**src/rtl/uart_mem_loader.sv**
```systemverilog
// Framed UART-to-RAM loader: 'w' ADDR_HI ADDR_LO LEN DATA.. [CKSUM] -> one status byte.
// Build option LOADER_CKSUM_EN: include a trailing checksum byte and answer 'K'/'E'.
module uart_mem_loader #(
  parameter int TIMEOUT_CYCLES = 12000000,
  parameter int ADDR_W         = 9
) (
  input  logic              clk,
  input  logic              reset,
  input  logic              rx_valid,
  input  logic [7:0]        rx_data,
  output logic              rx_rd,
  input  logic              tx_busy,
  output logic              tx_wr,
  output logic [7:0]        tx_data,
  output logic              mem_we,
  output logic [ADDR_W-1:0] mem_waddr,
  output logic [7:0]        mem_wdata,
  output logic              active
);

  localparam int TW = $clog2(TIMEOUT_CYCLES + 1);

  typedef enum logic [2:0] {
    S_IDLE, S_ADDR_HI, S_ADDR_LO, S_LEN, S_DATA, S_CKSUM, S_RESP_WAIT, S_RESP_END
  } state_t;

  state_t            state;
  logic [ADDR_W-1:0] ptr;
  logic [8:0]        count;
  logic [TW-1:0]     timer;
`ifdef LOADER_CKSUM_EN
  logic [7:0]        cksum;
`endif

  logic take, in_frame, timeout_hit;

  // rx_rd is still high the cycle after a consume, so a held byte is never taken twice
  assign take        = rx_valid && !rx_rd;
  assign in_frame    = (state != S_IDLE) && (state != S_RESP_WAIT) && (state != S_RESP_END);
  assign timeout_hit = in_frame && (timer == TW'(TIMEOUT_CYCLES - 1));

  always_ff @(posedge clk) begin
    if (reset) begin
      state     <= S_IDLE;
      rx_rd     <= 1'b0;
      tx_wr     <= 1'b0;
      tx_data   <= 8'h00;
      mem_we    <= 1'b0;
      mem_waddr <= '0;
      mem_wdata <= 8'h00;
      active    <= 1'b0;
      ptr       <= '0;
      count     <= '0;
      timer     <= '0;
`ifdef LOADER_CKSUM_EN
      cksum     <= 8'h00;
`endif
    end else begin
      rx_rd  <= 1'b0;
      tx_wr  <= 1'b0;
      mem_we <= 1'b0;
      if (timeout_hit) begin
        // abandon the frame silently; a byte arriving now is left for S_IDLE
        state  <= S_IDLE;
        active <= 1'b0;
        timer  <= '0;
      end else begin
        if (in_frame) timer <= take ? '0 : timer + TW'(1);
        case (state)
          S_IDLE: if (take) begin
            rx_rd <= 1'b1;
            if (rx_data == 8'h77) begin
              state  <= S_ADDR_HI;
              active <= 1'b1;
              timer  <= '0;
            end
          end
          S_ADDR_HI: if (take) begin
            rx_rd            <= 1'b1;
            ptr[ADDR_W-1:8]  <= rx_data[ADDR_W-9:0];
            state            <= S_ADDR_LO;
          end
          S_ADDR_LO: if (take) begin
            rx_rd    <= 1'b1;
            ptr[7:0] <= rx_data;
            state    <= S_LEN;
          end
          S_LEN: if (take) begin
            rx_rd <= 1'b1;
            count <= (rx_data == 8'h00) ? 9'd256 : {1'b0, rx_data};
`ifdef LOADER_CKSUM_EN
            cksum <= 8'h00;
`endif
            state <= S_DATA;
          end
          S_DATA: if (take) begin
            rx_rd     <= 1'b1;
            mem_we    <= 1'b1;
            mem_waddr <= ptr;
            mem_wdata <= rx_data;
            ptr       <= ptr + ADDR_W'(1);
            count     <= count - 9'd1;
`ifdef LOADER_CKSUM_EN
            cksum     <= cksum + rx_data;
            if (count == 9'd1) state <= S_CKSUM;
`else
            if (count == 9'd1) begin
              tx_data <= 8'h4B;
              state   <= S_RESP_WAIT;
            end
`endif
          end
`ifdef LOADER_CKSUM_EN
          S_CKSUM: if (take) begin
            rx_rd   <= 1'b1;
            tx_data <= (rx_data == cksum) ? 8'h4B : 8'h45;
            state   <= S_RESP_WAIT;
          end
`endif
          S_RESP_WAIT: if (!tx_busy) begin
            tx_wr <= 1'b1;
            state <= S_RESP_END;
          end
          S_RESP_END: begin
            state  <= S_IDLE;
            active <= 1'b0;
          end
          default: begin
            state  <= S_IDLE;
            active <= 1'b0;
          end
        endcase
      end
    end
  end

endmodule

```
**config.mk**
```make
export PLATFORM = sky130hd
export DESIGN_NAME = uart_mem_loader
export DESIGN_NICKNAME = d
export VERILOG_FILES = /design/src/rtl/uart_mem_loader.sv
export SDC_FILE = /design/constraint.sdc
export NUM_CORES = 1
export LEC_CHECK = 0
export ABC_AREA = 1
export BUFFER_PORTS_ARGS = -buffer_cell sky130_fd_sc_hd__buf_2
export CAP_MARGIN = 10
export CORE_MARGIN = 4
export CORE_UTILIZATION = 25
export DETAILED_ROUTE_END_ITERATION = 7
export HOLD_SLACK_MARGIN = 0.03
export PLACE_DENSITY_LB_ADDON = 0.25
export SYNTH_ARGS = -nofsm -noshare
export SYNTH_HDL_FRONTEND = slang
export SYNTH_SLANG_ARGS = --single-unit
```
**constraint.sdc**
```tcl
create_clock -name clk -period 1.77 [get_ports clk]
set_clock_uncertainty 0.2 [all_clocks]
set_input_delay 0.0885 -clock clk [delete_from_list [all_inputs] [get_ports clk]]
set_output_delay 0.0885 -clock clk [all_outputs]
set_load 0.01 [all_outputs]
```
==> results.py <==
metrics = {
    "cts": {
        "cts_htree_levels": 3,
        "clockRootBuffer": "clkbuf_16",
        "cts_buffer_depth": 2,
        "clk_latency_ns": 0.34,
        "clk_pin_slew_worst_paths_ns": 0.06,
        "numCtsBuffers": 9,
        "cts_tree": "built",
        "cts_sinks": 67,
    },
    "yosys": {
        "synthMuxAreaShare_pct": 0,
        "ys_warn_count": 0,
        "yosysTopAreaCell": "dfxtp_1",
        "synth-async-reset-ratio_pct": 0,
        "synth.area.top_cells": "dfxtp_1 35%, nand2_1 17%, nor2_1 12%, inv_1 7.2%, nand3_1 4.8%",
        "synthDistinctLibCells": 33,
        "synth_xor_area_share_pct": 2.29,
        "yosys_register_bits": 67,
        "yosysSeqAreaShare_pct": 35.0,
        "syn-instance-count": 601,
        "yosys.area.top_type_share_pct": 35.0,
        "synthFlopType": "dfxtp_1",
        "synth_compound_area_share_pct": 4.86,
        "synth_edf_count": 0,
        "avgSynthCellArea_um2": 6.38,
        "syn-cell-area_mm2": 0.00383,
        "synth_fa_ha_area_share_pct": 1.96,
        "synth_simple_gate_area_share_pct": 44.0,
        "synth_top_family_by_area": "simple AND/OR/NAND/NOR gates",
    },
    "place": {
        "gp_congestion": 0.831,
        "dp_hpwl_mm": 7.39,
        "dp_cells": 847,
        "port_buffers": 36,
    },
    "detailed_routing": {
        "drt_iter0_markers": 258,
        "via_per_inst": 4.45,
        "routed_wl_mm": 10.9,
        "firstDrtPassIters": 4,
        "drc": 0,
        "antenna_left": 0,
        "wl_per_cell_um": 12.3,
        "num_vias": 3963,
    },
    "die": {
        "core.rowCount": 44,
        "start_util_pct": 26.0,
        "core_area_mm2": 0.0148,
        "num_io_pins": 41,
        "fp.dieH_um": 132,
        "die_width_um": 132,
        "die_area_mm2": 0.0174,
    },
    "global_routing": {
        "grt_usage_pct": 12.7,
        "grt_start_max_net_pins": 39,
        "grt_pass1_vias": 3764,
        "antenna_found_initial": 0,
        "grt_overflow": 0,
        "grt_pass1_wl_mm": 18.1,
    },
    "pwr": {
        "power_density_mw_per_mm2": 1180,
        "p_leak_nw": 2.49,
        "irDropWorstVdd_mv": 0.508,
    },
    "critical_path": {
        "required_ns": 1.80,
        "arrival_ns": 1.77,
        "path_class": "reg -> reg",
        "end_kind": "flop",
        "r2r_setup_slack_ns": 0.04,
        "path_max_fanout": 6,
        "critPathLaunchType": "flop",
    },
    "min_path": {
        "hold_class": "in -> reg",
    },
    "status": {
        "status": "completed",
    },
    "timing": {
        "whs_ns": 0.125,
        "rsz0062_at_grt": "yes",
        "period_share_pct": 97.9,
        "tns_ns": 0,
        "maxClockFrequency_mhz": 577,
        "finalHoldViolCount": 0,
        "maxSlewViolCount": 0,
        "min_period_ns": 1.73,
        "finalSetupViolations": 0,
    },
    "final_layout": {
        "layout_commonest_cell": "nand2_1",
        "final_nets": 720,
        "drive_gt1_share_pct": 28.0,
        "final_cells": 891,
        "area_growth_pct": 38.9,
        "final_cell_mix": "140 x nand2_1, 112 x nor2_1, 74 x inv_1",
        "num_antenna_cells": 0,
        "fill_cells": 1610,
    },
    "flow_run": {
        "cap_violations": 0,
    },
}
## through the flow
stage	power, W	area, um^2	util, %	setup WS (ns)
after global routing	0.00675	5330	36.1	-0.0630
after floorplan	0.00343	3840	-	0.0209
after detailed placement	0.00416	4470	30.3	-0.0670
final	0.00628	5330	36.1	0.0377
after global placement	0.00414	4470	30.3	-0.0932
after CTS	0.00614	5090	34.5	-0.0424
## kinds of logic after synthesis
family | Yosys count
buffers and inverters | 99
adder cells (fa/ha/maj) | 6
XOR/XNOR | 10
AO/OA/AOI/OAI | 31
AND/OR/NAND/NOR | 387
other | 1
flip-flops | 67
## layer usage
| layer | global-route usage, % | part of all wire (%) |
|---|---|---|
| met5 | 0 | 0 |
| met3 | 4.16 | 5.4 |
| met2 | 21.3 | 48 |
| met1 | 15.7 | 45 |
| met4 | 3.27 | 1.1 |
## power breakdown
group	total [W]	switching [W]	internal (W)
Clock	0.00170	0.000680	0.00102
Sequential	0.00192	0.000191	0.00172
Combinational	0.00266	0.00156	0.00110
Total	0.00628	0.00243	0.00385
## what timing repair did
item,4_1_cts,5_1_grt
hold buffers,9,1
endpoints found under the hold margin,40,1
pin swaps,9,27
setup buffers,9,6
endpoints found under the setup margin,47,65
gates cloned,5,1
gates resized for setup,25,74
## registers in the layout, indices dropped and copies added, names as in the netlist, 3 cells and up
name	count
count	9
timer	24
mem_waddr	9
ptr	9
state	3
mem_wdata	8
## critical path, cell delays in order (launching register included)
cell,delay (ns)
dfxtp_2,0.35
ha_4,0.15
nand3_4,0.07
nor2_4,0.13
nand2_4,0.07
nor2_4,0.11
nand2_4,0.09
nand3_4,0.14
buf_8,0.16
nand2_2,0.05
nand2_1,0.06
nor2_1,0.05
## layout make-up
class | instances | area, um^2 | area share, %
clock buffer | 12 | 256 | 4.82
sequential | 67 | 1350 | 25.4
inverter | 77 | 289 | 5.43
multi-input combinational | 442 | 2360 | 44.3
clock inverter | 4 | 25.0 | 0.470
timing repair buffer | 105 | 811 | 15.2
tap | 184 | 230 | 4.32
## Yosys cell counts (2+ instances only)
library cell / number
inv_1: 74
dfxtp_1: 67
xor2_1: 9
buf_4: 11
a21oi_1: 12
nor2_1: 125
nand3_1: 37
nor3_1: 16
nand4_1: 17
nor2_4: 3
nand2_1: 171
buf_2: 2
buf_6: 5
nor2_2: 6
nand3_4: 3
and3_1: 2
nand2_4: 4
inv_2: 3
o21ai_0: 12
clkbuf_1: 4
ha_1: 6
## final timing paths
path / start / endpoint / cells after the start
setup / recovery: timer[0]$_SDFF_PP0_ / mem_wdata[2]$_SDFFE_PP0P_ / 11
hold / removal: rx_valid / state[2]$_SDFFE_PP0P_ / 7
setup reg to reg: timer[0]$_SDFF_PP0_ / mem_wdata[2]$_SDFFE_PP0P_ / 11
hold reg to reg: active$_SDFFE_PP0P_ / active$_SDFFE_PP0P_ / 2
(Power assumes the default switching activity.)
